$ cat src/rtl/branch_cmp_pipe.sv
// branch_cmp_pipe: pipelined branch condition and target unit with 1 or 2 register stages, valid/ready handshakes and flush.
// Define BRCMP_STATS_EN to add the saturating handshake counters total_cnt and taken_cnt.
module branch_cmp_pipe #(
  parameter int WIDTH  = 32,
  parameter int STAGES = 1
) (
  input  logic             clk,
  input  logic             reset,
  input  logic             flush,
  input  logic             in_valid,
  output logic             in_ready,
  input  logic [2:0]       cmp_op,
  input  logic [WIDTH-1:0] a,
  input  logic [WIDTH-1:0] b,
  input  logic [WIDTH-1:0] pc,
  input  logic [15:0]      offset,
  output logic             out_valid,
  input  logic             out_ready,
  output logic             taken,
  output logic [WIDTH-1:0] target
`ifdef BRCMP_STATS_EN
  ,
  output logic [31:0]      total_cnt,
  output logic [31:0]      taken_cnt
`endif
);

  typedef enum logic [2:0] {
    OP_EQ  = 3'd0,
    OP_NE  = 3'd1,
    OP_LEZ = 3'd2,
    OP_GTZ = 3'd3,
    OP_LTZ = 3'd4,
    OP_GEZ = 3'd5,
    OP_LT  = 3'd6,
    OP_LTU = 3'd7
  } cmp_op_e;

  if (STAGES != 1 && STAGES != 2) begin : g_bad_stages
    $error("branch_cmp_pipe: STAGES must be 1 or 2");
  end
  if (WIDTH < 8) begin : g_bad_width
    $error("branch_cmp_pipe: WIDTH must be at least 8");
  end

  cmp_op_e          op;
  logic             a_neg;
  logic             a_zero;
  logic             cond;
  logic [WIDTH-1:0] off_sh;
  logic [WIDTH-1:0] target_d;

  assign op     = cmp_op_e'(cmp_op);
  assign a_neg  = a[WIDTH-1];
  assign a_zero = (a == '0);
  // The word offset becomes a signed byte offset, then is sign-extended or truncated to WIDTH.
  assign off_sh   = WIDTH'($signed({offset, 2'b00}));
  assign target_d = pc + WIDTH'(4) + off_sh;

  always_comb begin
    // NOTE: assign a default before the case so no path leaves cond unassigned (which would infer a latch).
    cond = 1'b0;
    case (op)
      OP_EQ:   cond = (a == b);
      OP_NE:   cond = (a != b);
      OP_LEZ:  cond = a_neg || a_zero;
      OP_GTZ:  cond = !a_neg && !a_zero;
      OP_LTZ:  cond = a_neg;
      OP_GEZ:  cond = !a_neg;
      OP_LT:   cond = ($signed(a) < $signed(b));
      OP_LTU:  cond = (a < b);
      default: cond = 1'b0;
    endcase
  end

  // Index 0 is stage 1 (fed from the inputs); index STAGES-1 drives the outputs.
  logic [STAGES-1:0] s_valid;
  logic [STAGES-1:0] s_taken;
  logic [WIDTH-1:0]  s_target   [STAGES];
  logic [STAGES-1:0] s_load;
  logic [STAGES-1:0] src_valid;
  logic [STAGES-1:0] src_taken;
  logic [WIDTH-1:0]  src_target [STAGES];

  // A stage may load when it is empty or its occupant moves on this cycle.
  always_comb begin
    s_load[STAGES-1] = !s_valid[STAGES-1] || out_ready;
    for (int k = STAGES - 2; k >= 0; k--) begin
      s_load[k] = !s_valid[k] || s_load[k+1];
    end
  end

  always_comb begin
    src_valid[0]  = in_valid;
    src_taken[0]  = cond;
    src_target[0] = target_d;
    for (int k = 1; k < STAGES; k++) begin
      src_valid[k]  = s_valid[k-1];
      src_taken[k]  = s_taken[k-1];
      src_target[k] = s_target[k-1];
    end
  end

  // NOTE: state registers use non-blocking assignments so every stage samples the pre-edge values of its neighbours.
  always_ff @(posedge clk) begin
    if (reset) begin
      // NOTE: data fields are reset too, so an empty stage never shows X on taken/target.
      s_valid <= '0;
      s_taken <= '0;
      for (int k = 0; k < STAGES; k++) begin
        s_target[k] <= '0;
      end
    end else begin
      for (int k = 0; k < STAGES; k++) begin
        if (flush) begin
          s_valid[k] <= 1'b0;
        end else if (s_load[k]) begin
          s_valid[k] <= src_valid[k];
        end
        // Data changes only when a real entry arrives, keeping stalled outputs stable.
        if (s_load[k] && src_valid[k]) begin
          s_taken[k]  <= src_taken[k];
          s_target[k] <= src_target[k];
        end
      end
    end
  end

  assign in_ready  = s_load[0];
  assign out_valid = s_valid[STAGES-1];
  assign taken     = s_taken[STAGES-1];
  assign target    = s_target[STAGES-1];

`ifdef BRCMP_STATS_EN
  always_ff @(posedge clk) begin
    if (reset) begin
      total_cnt <= '0;
      taken_cnt <= '0;
    end else if (out_valid && out_ready) begin
      if (total_cnt != '1) begin
        total_cnt <= total_cnt + 32'd1;
      end
      if (taken && taken_cnt != '1) begin
        taken_cnt <= taken_cnt + 32'd1;
      end
    end
  end
`endif

endmodule
$ cat config.mk
export PLATFORM = sky130hd
export DESIGN_NAME = branch_cmp_pipe
export DESIGN_NICKNAME = d
export VERILOG_FILES = /design/src/rtl/branch_cmp_pipe.sv
export SDC_FILE = /design/constraint.sdc
export NUM_CORES = 1
export LEC_CHECK = 0
export CELL_PAD_IN_SITES_DETAIL_PLACEMENT = 1
export CELL_PAD_IN_SITES_GLOBAL_PLACEMENT = 1
export CORE_MARGIN = 3
export CORE_UTILIZATION = 33
export CTS_CLUSTER_DIAMETER = 200
export CTS_CLUSTER_SIZE = 10
export DETAILED_ROUTE_END_ITERATION = 12
export PLACE_DENSITY = 0.82
export SYNTH_ARGS = -nofsm -noshare
export SYNTH_HDL_FRONTEND = slang
export SYNTH_SLANG_ARGS = --single-unit
$ cat constraint.sdc
create_clock -name clk -period 3.76 [get_ports clk]
set_input_delay 0.752 -clock clk [delete_from_list [all_inputs] [get_ports clk]]
set_output_delay 0.752 -clock clk [all_outputs]
set_load 0.01 [all_outputs]
==> results of run 1 <==
[flip-flops by register name, indices dropped and copies added (netlist names)]
| name | flops |
|---|---|
| taken | 1 |
| out_valid | 1 |
| s_target | 32 |
[cells by family after synthesis]
group,share of synthesized area (%)
fa+ha+maj,29.2
flops,25.8
xor+xnor,5.87
mux,0.258
compound gates,18.9
simple gates,15.3
buf+inv,4.64
[critical path, stage by stage]
cell	delay (ns)
clkdlybuf4s50_1	0.42
ha_1	0.31
ha_1	0.24
fa_2	0.39
a211oi_2	0.23
o21ai_1	0.14
a211oi_2	0.27
nor3_1	0.10
o31ai_2	0.21
buf_4	0.17
nand2_1	0.08
a31oi_1	0.22
mux2i_1	0.21
[cell usage after synthesis, types with 9 or more instances]
cell,count
o21ai_0,13
nor3_1,9
ha_1,89
a21oi_1,25
xnor2_1,16
nor2_1,39
a21o_1,22
o21a_1,11
nand2_1,25
edfxtp_1,32
inv_1,42
xor2_1,10
nand4_1,9
[final timing paths]
check / startpoint / end
max reg2reg: out_valid / s_target[0][29]
min: taken / taken
min reg2reg: taken / taken
max: offset[1] / s_target[0][27]
[per-layer routing]
| metal | up-vias | GRT usage, % |
|---|---|---|
| met4 | 0 | 4.04 |
| met1 | 1859 | 21.1 |
| li1 | 1915 | - |
| met5 | - | 0 |
| met2 | 97 | 38.7 |
| met3 | 10 | 2.96 |
[timing repair]
action / 4_1_cts / 5_1_grt
setup endpoints to repair: 0 / 7
gates resized for setup: 0 / 3
setup buffers: 0 / 1
[power by group through the flow]
stage          logic (mW)  clock network (mW)  registers, mW
2_1_floorplan       0.381                   0          0.503
3_3_place_gp        0.738                   0          0.482
3_5_place_dp        0.773                   0          0.485
4_1_cts             0.783               0.398          0.477
5_1_grt             0.863               0.418          0.480
6_report            0.783               0.398          0.476
[layout make-up]
class / count / area, µm²
timing repair buffer: 176 / 1720
sequential: 34 / 1000
clock inverter: 2 / 8.76
clock buffer: 6 / 129
fill: 1277 / 5270
multi-input combinational: 342 / 2710
inverter: 42 / 158
tap: 140 / 175
[stage by stage]
stage	util [%]	instances	setup slack [ns]	hold slack [ns]
floorplan	-	422	0.517	0.529
global placement	51.4	733	-0.111	0.540
detailed placement	51.4	733	-0.273	0.538
CTS	52.6	741	0.00474	0.548
global route	52.8	742	-0.0246	0.581
finish	52.8	742	0.149	0.539
==> reports/results.ini, run 1 <==
[timing]
hold_viol_final = 0
finalSetupViolCount = 0
fin_crit_sh_pct = 96.0
slew_viol_final = 0
finalSetupTns_ns = 0
tightestPinTransition_ns = 0.547
slew_headroom_pct = 63.6
finClkSkew_ns = 0.00385
period_needed_ns = 3.61
clock.fmax_ghz = 0.277

[global_route]
antenna_found_initial = 0
grt_pass1_vias = 4342
grt_pass1_wl_mm = 20.6
grt_max_degree = 33
overflow = 0
grt_usage_pct = 19.4

[cells_and_area]
drive_above_1_share_pct = 6.64
final_common_cell = clkdlybuf4s50_1
syn_to_final_growth_pct = 52.1
fin_area_um2 = 5900
antenna_cells = 0
final_cell_mix = clkdlybuf4s50_1, ha_1, inv_1
nets = 811

[detailed_routing]
wirelength_mm = 12.8
post_drt_wl_per_cell_um = 17.2
via_count = 3881
drtIter0Drc = 72
m1WireLength_mm = 5.05
wl_met2_mm = 6.95
drcViolationCount = 0
wl_met3_um = 624
highest_layer = met4
ant_nets = 0
drt_first_pass_iters = 4
viasPerCell = 5.23

[power_and_ir_drop]
power.density_nw_per_um2 = 281
seq_power_share_pct = 28.7
intPower_mw = 1.12
power_frac_comb_pct = 47.2
switchingPower_uw = 535
power.leakage_nw = 2.69
swShare_pct = 32.3
power_frac_clock_pct = 24.0
ir_drop_v = 0.000249
total_power_mw = 1.66

[worst_setup_path]
arrival_ns = 3.74
end_kind = flip-flop
regToRegSetupSlack_ns = 2.19
required_ns = 3.89
startpoint_type = input port
crit_fanout = 3
reg2regPathDepth = 4
critPathKind = in2reg

[synthesis]
yosys.area.top_type_share_pct = 28.7
syn_nets = 632
ys_async_sr_fraction_pct = 0
synth.area.top_cells = ha_1, edfxtp_1, a21o_1
yosysUniqueCellTypes = 52
synth_seq_cells = 34
synth-seq-area-share_pct = 25.8
yosys_warnings = 0
synth.largest_area_cell = ha_1
avgSynthCellArea_um2 = 9.19
synthCells = 422
netlist_area_um2 = 3880
synth_edf_count = 32
yosys_most_used_dff = edfxtp_1

[placed_design]
dpl.hpwl_mm = 11.0
placed_cell_area_um2 = 5740
io_buffers = 154
routabilityCongestion = 0.827

[clocking]
cts_buffers = 5
clk_pin_slew_worst_paths_ns = 0.06
insertion_delay_ns = 0.28
cts-root-buf = clkbuf_16
h-tree-depth = 2
cts_tree = done
ctsHoldBuffers = 0
cts_sinks = 34
clock_path_buffers = 2

[die]
io_pins = 155
initial_core_util_pct = 34.7
die_area_um2 = 13100
core_um2 = 11200
dieHeight_um = 114
num_rows = 38
dieWidth_um = 114

[status]
outcome = finished, final reports clean

[hold_path]
hold_depth = 2
min_path_type = reg2reg

[run]
max_cap_viol_count = 0

Note: power is estimated with default switching activity, not from simulation.
==> inputs of run 2 (changes only) <==
- CORE_MARGIN: 3 -> 2
==> run 2 against run 1 <==
Final cell count increased by 0.13%. Maximum frequency fell by 2.1%. Critical path type unchanged. Clock skew about the same. Largest power group unchanged. Combinational power about the same. Global-route usage is 0.24 points higher. Count of clock-buffer cells in the layout is the same. Cell area down 0.21%.
==> reports/results.ini, run 2 (synthesis results as in run 1) <==
[placed_design]
place_inst = 734  ; +0.14%
placed_cell_area_um2 = 5720  ; -0.41%
io_buffers = 154  ; unchanged
dp_slack_ns = -0.236  ; +0.0366 ns
routabilityCongestion = 0.891  ; +7.7%
dpl.hpwl_mm = 10.6  ; -3.8%

[detailed_routing]
post_drt_wl_per_cell_um = 16.4  ; -4.6%
via_count = 3850  ; -0.80%
m1WireLength_mm = 4.94  ; -2.1%
drcViolationCount = 0  ; unchanged
wirelength_mm = 12.2  ; -4.5%
highest_layer = met4
viasPerCell = 5.18  ; -0.93%
wl_met3_um = 743  ; +19%
wl_met2_mm = 6.23  ; -10%
ant_nets = 0  ; unchanged
drtIter0Drc = 64  ; -11%
drt_first_pass_iters = 4  ; unchanged

[cells_and_area]
syn_to_final_growth_pct = 51.8
fin_area_um2 = 5890  ; -0.21%
drive_above_1_share_pct = 6.50  ; -0.14 points
layout.cells.non_filler = 743  ; +0.13%
regMostFlops = s_target
fillers = 1323  ; +3.6%
final_cell_mix = clkdlybuf4s50_1, ha_1, inv_1
largest_reg_flops = 32  ; unchanged
nets = 809  ; -0.25%
antenna_cells = 0  ; unchanged
fin_util_pct = 51.4  ; -1.5 points
final_common_cell = clkdlybuf4s50_1

[timing]
clock.fmax_ghz = 0.271  ; -2.1%
slew_viol_final = 0  ; unchanged
hold_viol_final = 0  ; unchanged
tightestPinTransition_ns = 0.549  ; +0.00203 ns
period_needed_ns = 3.69  ; +0.0789 ns
fin_crit_sh_pct = 98.1  ; +2.1 points
fin_hold_ws_ns = 0.535  ; -0.00496 ns
finClkSkew_ns = 0.00377  ; -0.0000743 ns
rsz0062_at_grt = yes
setup_ws_ns = 0.0698  ; -0.0789 ns
finalSetupViolCount = 0  ; unchanged
slew_headroom_pct = 63.4  ; -0.14 points
finalSetupTns_ns = 0  ; unchanged

[power_and_ir_drop]
power.density_nw_per_um2 = 280  ; -0.30%
power.leakage_nw = 2.68  ; -0.34%
seq_power_share_pct = 28.9  ; +0.2 points
total_power_mw = 1.65  ; -0.51%
intPower_mw = 1.12  ; -0.28%
power_frac_comb_pct = 47.3  ; about the same
power_frac_clock_pct = 23.8  ; -0.2 points
swShare_pct = 32.1  ; -0.16 points
switchingPower_uw = 529  ; -0.99%
ir_drop_v = 0.000251  ; +0.92%

[global_route]
grt_max_degree = 32  ; -3.0%
overflow = 0  ; unchanged
antenna_found_initial = 0  ; unchanged
grt_pass1_wl_mm = 20.2  ; -2.2%
grt_usage_pct = 19.6  ; +0.24 points
grt_pass1_vias = 4272  ; -1.6%

[worst_setup_path]
crit_fanout = 3  ; unchanged
crit_path_start = offset[1]
critPathKind = in2reg
startpoint_type = input port
end_kind = flip-flop
r2r_start = out_valid
required_ns = 3.89  ; about the same
arrival_ns = 3.82  ; +0.08 ns

[die]
dieWidth_um = 112  ; -1.7%
die_area_um2 = 12600  ; -3.5%
initial_core_util_pct = 33.8  ; -0.89 points
dieHeight_um = 112  ; -1.7%
num_rows = 39  ; +2.6%
core_um2 = 11500  ; +2.6%
io_pins = 155  ; unchanged

[clocking]
clock_path_buffers = 2  ; unchanged
cts_sinks = 34  ; unchanged
h-tree-depth = 2  ; unchanged
cts-root-buf = clkbuf_16
clk_pin_slew_worst_paths_ns = 0.05  ; about the same
ctsHoldBuffers = 0  ; unchanged
cts_tree = done
cts_buffers = 5  ; unchanged
insertion_delay_ns = 0.28  ; about the same

[status]
outcome = finished, final reports clean

[hold_path]
min_path_type = reg2reg
min-delay-start = taken

[run]
max_cap_viol_count = 0  ; unchanged

run 2: cell type report:
class                      instances  area [µm²]  share of cell area, %
clock buffer                       6         129                   2.19
clock inverter                     2        8.76                  0.149
inverter                          42         158                   2.68
multi-input combinational        342        2720                   46.2
sequential                        34        1000                   17.0
tap                              143         179                   3.04
timing repair buffer             174        1690                   28.7
run 2: worst paths after layout:
kind              slack (ns)  cells after the start         endpoint
setup reg to reg        2.23                      4  s_target[0][31]
hold / removal          0.53                      2            taken
hold reg to reg         0.53                      2            taken
setup / recovery        0.07                     13  s_target[0][27]
run 2: power groups by stage:
stage	clock (mW)	sequential, mW	combinational, mW
2_1_floorplan	0	0.503	0.381
3_3_place_gp	0	0.483	0.737
3_5_place_dp	0	0.484	0.769
4_1_cts	0.402	0.477	0.777
5_1_grt	0.414	0.480	0.859
6_report	0.392	0.476	0.780
run 2: what timing repair did:
item,in CTS,in global routing
hold endpoints to repair,0,0
setup buffers,0,1
endpoints found under the setup margin,0,5
gates resized for setup,0,4
run 2: worst max-delay path, stage by stage:
cell             delay, ns
clkdlybuf4s50_1       0.41
ha_1                  0.36
ha_1                  0.26
fa_1                  0.42
a211oi_2              0.24
o21ai_1               0.15
a211oi_2              0.26
nor3_1                0.11
o31ai_2               0.19
buf_4                 0.17
nand2_1               0.10
a31oi_2               0.21
mux2i_1               0.20
run 2: layer usage:
layer  vias up  GRT usage, %
met5         -             0
met2       133          36.3
met3        19          4.59
met1      1786          22.1
met4         0          6.59
li1       1912             -
